===== src/rtl/uart_pkg.sv =====
`default_nettype none
// ============================================================================
// Module      : uart_pkg
// Description : Shared UART definitions: FSM state encoding, line idle level
//               and frame-length helper used by both transmitter and receiver.
// Revision    : 1.0 - initial release
// ============================================================================
package uart_pkg;

    localparam int STATE_W = 3;

    localparam logic [STATE_W-1:0] IDLE   = 3'd0;
    localparam logic [STATE_W-1:0] START  = 3'd1;
    localparam logic [STATE_W-1:0] DATA   = 3'd2;
    localparam logic [STATE_W-1:0] PARITY = 3'd3;
    localparam logic [STATE_W-1:0] STOP   = 3'd4;

    localparam logic UART_IDLE_LEVEL = 1'b1;

    // Total bit periods in one frame, start bit included.
    function automatic int frame_bits(input int data_bits, input int parity_en, input int stop_bits);
        return 1 + data_bits + parity_en + stop_bits;
    endfunction

endpackage
`default_nettype wire


===== src/rtl/uart_tx_baud_tick.sv =====
`default_nettype none
// ============================================================================
// Module      : uart_tx_baud_tick
// Description : 14-bit baud down-counter; one-cycle tick at zero, reloads on
//               tick and is held at the reload value while disabled.
// Revision    : 1.0 - initial release
// ============================================================================
module uart_tx_baud_tick #(
    parameter int BAUD_RATE_NUMBER = 20
) (
    input  logic clk,
    input  logic rst,
    input  logic en,
    output logic tick
);

    localparam logic [13:0] c_RELOAD = 14'(BAUD_RATE_NUMBER - 1);

    logic [13:0] r_count;

    always_ff @(posedge clk or posedge rst) begin
        if (rst) begin
            r_count <= c_RELOAD;
        end else if (!en || (r_count == 14'd0)) begin
            r_count <= c_RELOAD;
        end else begin
            r_count <= r_count - 14'd1;
        end
    end

    assign tick = en && (r_count == 14'd0);

endmodule
`default_nettype wire


===== src/rtl/uart_transmitter.sv =====
`default_nettype none
// ============================================================================
// Module      : uart_transmitter
// Description : UART serializer: start, DATA_BITS data LSB first, optional
//               parity, 1 or 2 stop bits; valid/ready byte input.
// Revision    : 1.0 - initial release
// ============================================================================
module uart_transmitter #(
    parameter int BAUD_RATE_NUMBER = 20,
    parameter int DATA_BITS        = 8,
    parameter int PARITY_EN        = 0,
    parameter int PARITY_ODD       = 0,
    parameter int STOP_BITS        = 1
) (
    input  logic                 clk,
    input  logic                 rst,
    input  logic [DATA_BITS-1:0] tx_data,
    input  logic                 tx_valid,
    output logic                 tx_ready,
    output logic                 tx,
    output logic                 tx_busy
);

    import uart_pkg::*;

    localparam logic [3:0] c_LAST_DATA   = 4'(DATA_BITS - 1);
    localparam logic [3:0] c_LAST_STOP   = 4'(STOP_BITS - 1);
    localparam logic       c_PARITY_INIT = (PARITY_ODD != 0);

    logic [STATE_W-1:0]   r_state;
    logic [STATE_W-1:0]   w_state_next;
    logic [DATA_BITS-1:0] r_shift;
    logic [3:0]           r_bit_idx;
    logic                 r_parity;
    logic                 r_tx;
    logic                 r_tx_busy;
    logic                 r_tx_ready;

    logic w_tick;
    logic w_baud_en;
    logic w_handshake;
    logic w_last_data;
    logic w_last_stop;
    logic w_shift_out;
    logic w_enter_stop;
    logic w_tx_next;
    logic w_busy_next;
    logic w_ready_next;

    assign w_baud_en    = (r_state != IDLE);
    assign w_handshake  = tx_valid && r_tx_ready;
    assign w_last_data  = (r_bit_idx == c_LAST_DATA);
    assign w_last_stop  = (r_bit_idx == c_LAST_STOP);
    assign w_shift_out  = w_tick && ((r_state == START) || ((r_state == DATA) && !w_last_data));
    assign w_enter_stop = (w_state_next == STOP) && (r_state != STOP);

    uart_tx_baud_tick #(
        .BAUD_RATE_NUMBER(BAUD_RATE_NUMBER)
    ) u_baud_tick (
        .clk  (clk),
        .rst  (rst),
        .en   (w_baud_en),
        .tick (w_tick)
    );

    always_ff @(posedge clk or posedge rst) begin
        if (rst) begin
            r_state <= IDLE;
        end else begin
            r_state <= w_state_next;
        end
    end

    always_comb begin
        w_state_next = r_state;
        case (r_state)
            IDLE:   if (w_handshake) w_state_next = START;
            START:  if (w_tick) w_state_next = DATA;
            DATA:   if (w_tick && w_last_data) w_state_next = (PARITY_EN != 0) ? PARITY : STOP;
            PARITY: if (w_tick) w_state_next = STOP;
            STOP:   if (w_tick && w_last_stop) w_state_next = IDLE;
            default: w_state_next = IDLE;
        endcase
    end

    // Next values of the registered outputs; tx only moves on a handshake or a baud tick.
    always_comb begin
        w_tx_next = r_tx;
        case (r_state)
            IDLE:   if (w_handshake) w_tx_next = 1'b0;
            START:  if (w_tick) w_tx_next = r_shift[0];
            DATA: begin
                if (w_tick) begin
                    if (!w_last_data) begin
                        w_tx_next = r_shift[0];
                    end else if (PARITY_EN != 0) begin
                        w_tx_next = r_parity;
                    end else begin
                        w_tx_next = UART_IDLE_LEVEL;
                    end
                end
            end
            PARITY: if (w_tick) w_tx_next = UART_IDLE_LEVEL;
            default: w_tx_next = UART_IDLE_LEVEL;
        endcase
        w_busy_next  = (w_state_next != IDLE);
        w_ready_next = (w_state_next == IDLE);
    end

    always_ff @(posedge clk or posedge rst) begin
        if (rst) begin
            r_tx       <= UART_IDLE_LEVEL;
            r_tx_busy  <= 1'b0;
            r_tx_ready <= 1'b1;
            r_shift    <= '0;
            r_bit_idx  <= 4'd0;
            r_parity   <= 1'b0;
        end else begin
            r_tx       <= w_tx_next;
            r_tx_busy  <= w_busy_next;
            r_tx_ready <= w_ready_next;
            if (w_handshake) begin
                r_shift   <= tx_data;
                r_bit_idx <= 4'd0;
                r_parity  <= c_PARITY_INIT;
            end else if (w_shift_out) begin
                // Parity accumulates each data bit as it is placed on the line.
                r_shift  <= r_shift >> 1;
                r_parity <= r_parity ^ r_shift[0];
                if (r_state == DATA) begin
                    r_bit_idx <= r_bit_idx + 4'd1;
                end
            end else if (w_enter_stop) begin
                r_bit_idx <= 4'd0;
            end else if (w_tick && (r_state == STOP)) begin
                r_bit_idx <= r_bit_idx + 4'd1;
            end
        end
    end

    assign tx       = r_tx;
    assign tx_busy  = r_tx_busy;
    assign tx_ready = r_tx_ready;

endmodule
`default_nettype wire


===== config.mk =====
export PLATFORM = sky130hd
export DESIGN_NAME = uart_transmitter
export DESIGN_NICKNAME = d
export VERILOG_FILES = /design/src/rtl/uart_pkg.sv /design/src/rtl/uart_tx_baud_tick.sv /design/src/rtl/uart_transmitter.sv
export SDC_FILE = /design/constraint.sdc
export NUM_CORES = 1
export LEC_CHECK = 0
export ABC_AREA = 0
export CAP_MARGIN = 20
export CORE_MARGIN = 5
export CORE_UTILIZATION = 35
export DETAILED_ROUTE_END_ITERATION = 8
export HOLD_SLACK_MARGIN = 0.12
export PLACE_DENSITY_LB_ADDON = 0.1
export RECOVER_POWER = 50
export SLEW_MARGIN = 20
export SYNTH_ARGS = -nofsm -noshare
export SYNTH_HDL_FRONTEND = slang
export SYNTH_SLANG_ARGS = --single-unit

===== constraint.sdc =====
create_clock -name clk -period 6.3 [get_ports clk]
set_input_delay 0.63 -clock clk [delete_from_list [all_inputs] [get_ports clk]]
set_output_delay 0.63 -clock clk [all_outputs]
set_load 0.02 [all_outputs]

# Yosys cells after proc, flatten, opt, wreduce, memory -nomap -nowiden
# Cells that the tools add are included.
[classes]
eq_ne = 12
div = 0
mul = 0
bitwise_logic = 0
addsub = 2
mux = 20
n_shift = 0
n_reduce_logical = 22
magnitude_cmp = 0
[op_table]
columns = ["cell", "count"]
rows = [
  ["$mux 4", 5],
  ["$mux 8", 2],
  ["$mux 3", 5],
  ["$pmux 3 s5", 1],
  ["$logic_not 14->1", 1],
  ["$mux 14", 1],
  ["$sub 14x1->14 const B", 1],
  ["$logic_and 1x1->1", 8],
  ["$ne 2x2->1 const B", 4],
  ["$eq 3x2->1 const B", 2],
  ["$eq 3x3->1 const B", 2],
  ["$logic_not 3->1", 2],
  ["$reduce_bool 3->1", 2],
  ["$mux 1", 5],
  ["$add 4x1->4 const B", 1],
  ["$eq 4x3->1 const B", 1],
  ["$logic_not 4->1", 1],
  ["$pmux 1 s4", 1],
  ["$reduce_and 4->1", 1],
  ["$reduce_bool 4->1", 1],
  ["$eq 3x1->1 const B", 1],
  ["$ne 3x2->1 const B", 1],
  ["$ne 3x3->1 const B", 1],
  ["$logic_not 1->1", 2],
  ["3 further kinds", 4],
]
[totals]
wordCells = 63
n_memories = 0
ram_bits = 0
mem_bits_ro = 0
ff_bits = 32
latchBits = 0
input_bits = 11

# Longest topological paths before layout
# Gate-level depths: netlist of the first run.
[logic_depth]
depth_word = 10
mapped_depth = 9

# By module
# From an unflattened synthesis of the first run, not the netlist that was laid out.
[unflattened]
hier_cells = 172
area_unflattened_um2 = 1773.0
[by_module_without_submodules]
columns = ["mod", "instances", "cells_per_inst", "area_per_inst_um2"]
rows = [
  ["uart_transmitter", 1, 97, 1007.2],
  ["uart_tx_baud_tick", 1, 75, 765.7],
]

# Worst setup path after synthesis of the first run
# OpenSTA, ideal clock, no wires.
[synth_path]
path_kind = "reg2reg"
from = "reg u_baud_tick.r_count[0]"
to = "reg r_shift[0]"
path_stages_with_launch = 9
path_slack_ns = 4.068
setup_time_ns = 0.069
t_arrival_ns = 2.163
n_path_buf = 2
path_cell_list = "dfstp_2 inv_1 ha_1 or4b_1 clkbuf_1 or4_4 buf_6 or3_1 nand3_1"
[synth_via]
elab_chain_len = 4
[synth_rtl]
columns = ["item", "line", "source"]
rows = [
  ["from (decl)", "uart_tx_baud_tick.sv:19", "logic [13:0] r_count;"],
  ["from (signal assigned)", "uart_tx_baud_tick.sv:23", "r_count <= c_RELOAD;"],
  ["from (signal assigned)", "uart_tx_baud_tick.sv:25", "r_count <= c_RELOAD;"],
  ["from (signal assigned)", "uart_tx_baud_tick.sv:27", "r_count <= r_count - 14'd1;"],
  ["$logic_not 14->1", "uart_tx_baud_tick.sv:31", "assign tick = en && (r_count == 14'd0);"],
  ["$logic_and 1x1->1", "uart_tx_baud_tick.sv:31", ""],
  ["$logic_and 1x1->1", "uart_transmitter.sv:54", "assign w_shift_out = w_tick && ((r_state == START) || ((r_state == DATA) && !w_last_data));"],
  ["$reduce_bool 2->1 (no line)", "--", ""],
  ["to (signal assigned)", "uart_transmitter.sv:123", "r_shift <= tx_data;"],
  ["to (signal assigned)", "uart_transmitter.sv:128", "r_shift <= r_shift >> 1;"],
  ["to (decl)", "uart_transmitter.sv:32", "logic [DATA_BITS-1:0] r_shift;"],
]
# No other way between the ends.
# A chain may end at the register's enable or synchronous reset.

==> results.json, run 1 <==
{
  "status": "finished, violations left",
  "violations": "max-capacitance violations, max-slew violations",
  "fin_area_sq_um": 1970,
  "period_needed_ps": 2460,
  "power_frac_seq": 0.503,
  "period_share": 0.391,
  "rsz0062_at_grt": "false",
  "setup_viol": 0,
  "drt_iter0_drc": 70,
  "cts_sinks": 32,
  "antenna_found_initial": 0,
  "num_rows": 25,
  "path_buf_inv": 3,
  "dieArea_sq_um": 6350,
  "syn-num-nets": 197,
  "gr-total-overflow": 0,
  "powerDensity_nw_per_um2": 207,
  "grt_pass1_wl_mm": 6.44,
  "cts_resized": 0,
  "clk_latency_ps": 290,
  "place_area_sq_um": 1870,
  "hold_viol": 0,
  "synth_area_sq_um": 1700,
  "hpwl_mm": 2.48,
  "gp_congestion": 0.766,
  "layoutNonFillerInstCount": 260,
  "worstPathArrival_ps": 2510,
  "drc": 0,
  "path_delay_family": "buffers and inverters",
  "synth_seq_cells": 32,
  "setup_tns_ps": 0,
  "num_vias": 1358,
  "nNetsFinal": 206,
  "endpoint_kind": "asynchronous set/reset pin",
  "cp_cell_sequence": "dlygate4sd3_1 > inv_1 > clkbuf_1",
  "die_x_um": 79.7,
  "htreeDepth": 2,
  "clk_pin_slew_worst_paths_ps": 60,
  "wirelength_mm": 3.63,
  "ant_nets": 0,
  "post-cts-setup-buffer-count": 0,
  "p_sw_frac": 0.196,
  "first_global_vias": 1361,
  "ys_types": 40,
  "cp.required_ps": 6350,
  "layout_common_cells": "dfrtp_1 (27), nand2_1 (24), nor2_1 (15)",
  "dp_slack_ps": 3870,
  "antennaDiodeCount": 0,
  "fin_util": 0.417,
  "cts_tree": "done",
  "internal_power_w": 0.000328,
  "grt_max_degree": 33,
  "path_class": "in2async",
  "final_common_cell": "dfrtp_1",
  "fmax_mhz": 406,
  "skew_ps": 7.48,
  "synthCells": 183,
  "critPathLaunchType": "primary input",
  "maxCapViolations": 1,
  "synth_edf_count": 0,
  "drt-vias-per-instance": 5.22,
  "hold_class": "reg2reg",
  "setup_slack_ps": 3840,
  "syn_avg_cell_area_sq_um": 9.29,
  "cts_buffer_depth": 2,
  "ys_async_sr_fraction": 1.00,
  "p_leak_nw": 0.857,
  "p_switching_w": 0.0000803,
  "slowest_delay_ps": 1270,
  "numCtsBuffers": 5,
  "ys_seq_area_frac": 0.475,
  "io_buffers": 13,
  "peakVddDrop_mv": 0.113,
  "r2r_slack_ps": 3860,
  "cts_root_buf": "clkbuf_8",
  "die_y_um": 79.7,
  "area_growth_pct": 15.9,
  "place_inst": 252,
  "dr.pass1.iters": 4,
  "cp_max_fo": 32,
  "worst_slew_pin_slew_ps": 1800,
  "pwr-share-comb": 0.025,
  "power.clock.fraction": 0.471,
  "relSlewSlack": -0.197,
  "avgRoutedWirePerCell_um": 14.0,
  "core-area_sq_um": 4720,
  "grt_use_total": 0.129,
  "hold_buffers": 0,
  "critPathSlowestCell": "clkbuf_1",
  "yosys_warnings": 0,
  "start_util": 0.360,
  "report.final.slew_viol_count": 33,
  "drive_above_1_share": 0.0933,
  "boundaryPins": 14,
  "synth_flop_cell": "dfrtp_1"
}
power groups by stage:
| stage | Sequential (W) | Combinational [W] | Clock (W) |
|---|---|---|---|
| floorplan | 0.000209 | 0.00000306 | 0 |
| global route | 0.000205 | 0.0000117 | 0.000207 |
| finish | 0.000206 | 0.0000104 | 0.000193 |
| global placement | 0.000209 | 0.0000111 | 0 |
| CTS | 0.000206 | 0.0000112 | 0.000199 |
| detailed placement | 0.000209 | 0.0000111 | 0 |
through the flow:
stage	hold slack [ps]	power [W]
after floorplan	434	0.000212
after global placement	446	0.000220
after detailed placement	453	0.000220
after CTS	468	0.000415
after global routing	479	0.000424
final	466	0.000409
worst paths after layout:
path                                   startpoint                endpoint  depth (start not counted)
setup / recovery                              rst            r_bit_idx[1]                          3
min in group asynchronous                     rst              r_shift[6]                          3
hold reg to reg            u_baud_tick.r_count[0]  u_baud_tick.r_count[0]                          1
setup reg to reg           u_baud_tick.r_count[6]                 tx_busy                          4
hold / removal             u_baud_tick.r_count[0]  u_baud_tick.r_count[0]                          1
max in group clk           u_baud_tick.r_count[6]                 tx_busy                          4
cells by family (layout without fill, tap and decap cells):
group,after synthesis,count (layout),share of synthesized area
and+or+nand+nor,83,83,0.259
AOI/OAI and AO/OA,33,33,0.128
DFF,32,32,0.475
buffers and inverters,19,29,0.0478
xor gates and xnor gates,11,11,0.0567
adders and majority gates,3,3,0.0221
muxes,2,2,0.0118
layer usage:
layer | routed length [um] | vias to the layer above | part of all wire | GRT usage
met1 | 1730 | 659 | 0.48 | 0.168
met2 | 1700 | 26 | 0.47 | 0.203
met4 | 62 | 0 | 0.017 | 0.0447
met3 | 146 | 8 | 0.040 | 0.0384
met5 | 0 | - | 0 | 0
li1 | - | 665 | - | -
cells in the mapped netlist (3+ instances only):
| cell | instances | share of area |
|---|---|---|
| dfrtp_1 | 27 | 0.40 |
| nand2_1 | 24 | 0.053 |
| nor2_1 | 15 | 0.033 |
| xnor2_1 | 10 | 0.052 |
| clkbuf_1 | 9 | 0.020 |
| nand3_1 | 9 | 0.026 |
| or3_1 | 9 | 0.033 |
| o211ai_1 | 8 | 0.035 |
| o21ai_0 | 8 | 0.024 |
| inv_1 | 7 | 0.015 |
| a21oi_1 | 6 | 0.018 |
| dfstp_2 | 5 | 0.077 |
| nor4_1 | 5 | 0.018 |
| nor3_1 | 4 | 0.012 |
| and2_1 | 3 | 0.011 |
| ha_1 | 3 | 0.022 |
| or4_1 | 3 | 0.013 |
flip-flops by register name (all words and copies together) (netlist names):
name,flops
u_baud_tick.r_count,14
r_shift,8
r_bit_idx,4
r_state,3
tx,1
tx_busy,1
tx_ready,1
final cells by class:
type	count	area (sq um)
clock inverter	2	35.0
sequential	32	807
fill	482	2750
tap	67	83.8
clock buffer	6	72.6
inverter	7	26.3
multi-input combinational	132	812
timing repair buffer	14	134
No activity file was read; power rests on OpenSTA's default activity.
==> run 2, diff against run 1 <==
- clock period: 6.3 -> 2.21 ns (I/O delays scaled with it)
==> results.json, run 2 (same netlist as run 1, synthesis figures left out) <==
{
  "status": "complete, no violations",
  "gp_congestion": 0.808,
  "drive_above_1_share": 0.211,
  "die_y_um": 79.7,
  "io_buffers": 13,
  "hold_class": "reg2reg",
  "skew_ps": 5.43,
  "gr-total-overflow": 0,
  "avgRoutedWirePerCell_um": 14.5,
  "p_leak_nw": 0.930,
  "regMostFlops": "u_baud_tick.r_count",
  "cp.required_ps": 2420,
  "grt_pass1_wl_mm": 6.91,
  "largest_registers": "u_baud_tick.r_count x14, r_shift x8, r_bit_idx x4",
  "fmax_mhz": 468,
  "rr_worst_depth": 6,
  "path_class": "reg2reg",
  "htreeDepth": 2,
  "peakVddDrop_mv": 0.225,
  "report.final.slew_viol_count": 0,
  "first_global_vias": 1420,
  "n_fill_cell": 468,
  "cts_tree": "done",
  "maxCapViolations": 0,
  "hold_viol": 0,
  "layout_common_cells": "dfrtp_1 (27), nand2_1 (24), nor2_1 (15)",
  "endpoint_kind": "flop",
  "relSlewSlack": 0.458,
  "drt-vias-per-instance": 5.15,
  "clk_latency_ps": 270,
  "area_growth_pct": 25.7,
  "period_share": 0.967,
  "nNetsFinal": 222,
  "cp_max_fo": 6,
  "critPathSlowestCell": "or4_4",
  "setup_viol": 0,
  "numCtsBuffers": 5,
  "num_vias": 1421,
  "grt_max_degree": 33,
  "powerDensity_nw_per_um2": 487,
  "worstPathArrival_ps": 2350,
  "core-area_sq_um": 4720,
  "dieArea_sq_um": 6350,
  "fin_util": 0.452,
  "largest_reg_flops": 14,
  "grt_use_total": 0.139,
  "critPathLaunchType": "flop",
  "worst_slew_pin_slew_ps": 813,
  "drt_iter0_drc": 102,
  "boundaryPins": 14,
  "antennaDiodeCount": 0,
  "whs_ps": 471,
  "cp_cell_sequence": "inv_2 > ha_4 > or4b_4 > or4_4 > or3_1 > nand3_1",
  "cts_root_buf": "clkbuf_8",
  "ant_nets": 0,
  "period_needed_ps": 2140,
  "num_rows": 25,
  "cts_sinks": 32,
  "slowest_delay_ps": 590,
  "wirelength_mm": 3.99,
  "cts_buffer_depth": 2,
  "dr.pass1.iters": 4,
  "start_util": 0.360,
  "drc": 0,
  "clk_pin_slew_worst_paths_ps": 60,
  "hpwl_mm": 2.56,
  "die_x_um": 79.7,
  "final_common_cell": "dfrtp_1",
  "holdPathStages": 1,
  "antenna_found_initial": 0
}
[run 2: per-layer routing]
| metal | share of wire | routed length [um] | GRT usage | up-vias |
|---|---|---|---|---|
| met2 | 0.46 | 1840 | 0.206 | 32 |
| met4 | 0.0098 | 39 | 0.0515 | 0 |
| met3 | 0.039 | 157 | 0.0395 | 4 |
| met5 | 0 | 0 | 0 | - |
| met1 | 0.49 | 1950 | 0.190 | 681 |
| li1 | - | - | - | 704 |
[run 2: worst max-delay path: cells and delay by family (launching register included)]
family                     cells  cell delay [ps]
and+or+nand+nor                4             1520
DFF                            1              370
adders and majority gates      1              130
buffers and inverters          1               60
[run 2: cell type report]
cell class                      count  area (sq um)  area share
Tap cell                           67          83.8      0.0392
Multi-Input combinational cell    134           887       0.415
Timing Repair Buffer               28           253       0.118
Sequential cell                    32           807       0.378
Inverter                            7          26.3      0.0123
Clock buffer                        8          80.1      0.0375
[run 2: what timing repair did]
action / 4_1_cts / 5_1_grt
gates cloned: 1 / 1
endpoints found under the hold margin: 0 / 0
hold buffers: 0 / 0
endpoints found under the setup margin: 3 / 11
pin swaps: 0 / 9
gates resized for setup: 1 / 9
setup buffers: 0 / 2
[run 2: metrics by stage]
| step | area, sq um | setup TNS, ps | std cells | power [W] | worst slack [ps] |
|---|---|---|---|---|---|
| 6_report | 2140 | 0 | 276 | 0.00104 | 74.0 |
| 5_1_grt | 2140 | -0.758 | 276 | 0.00110 | -0.758 |
| 4_1_cts | 2070 | 0 | 273 | 0.00106 | 2.69 |
| 3_5_place_dp | 1980 | -9.05 | 264 | 0.000628 | -8.11 |
| 3_3_place_gp | 1980 | 0 | 264 | 0.000628 | 54.2 |
| 2_1_floorplan | 1720 | 0 | 183 | 0.000605 | 2.41 |
[run 2: path summary, 6_finish.rpt]
check	from	end	slack (ps)
min reg2reg	u_baud_tick.r_count[0]	u_baud_tick.r_count[0]	470
max in group asynchronous	rst	r_state[2]	1080
max	u_baud_tick.r_count[1]	r_shift[2]	70
min in group asynchronous	rst	u_baud_tick.r_count[6]	620
max reg2reg	u_baud_tick.r_count[1]	r_shift[2]	70
min	u_baud_tick.r_count[0]	u_baud_tick.r_count[0]	470
[run 2: report_power, final]
group / total [W] / switching (W) / internal [W]
clock network: 0.000425 / 0.000201 / 0.000224
logic: 0.0000296 / 0.0000139 / 0.0000158
registers: 0.000586 / 0 / 0.000586
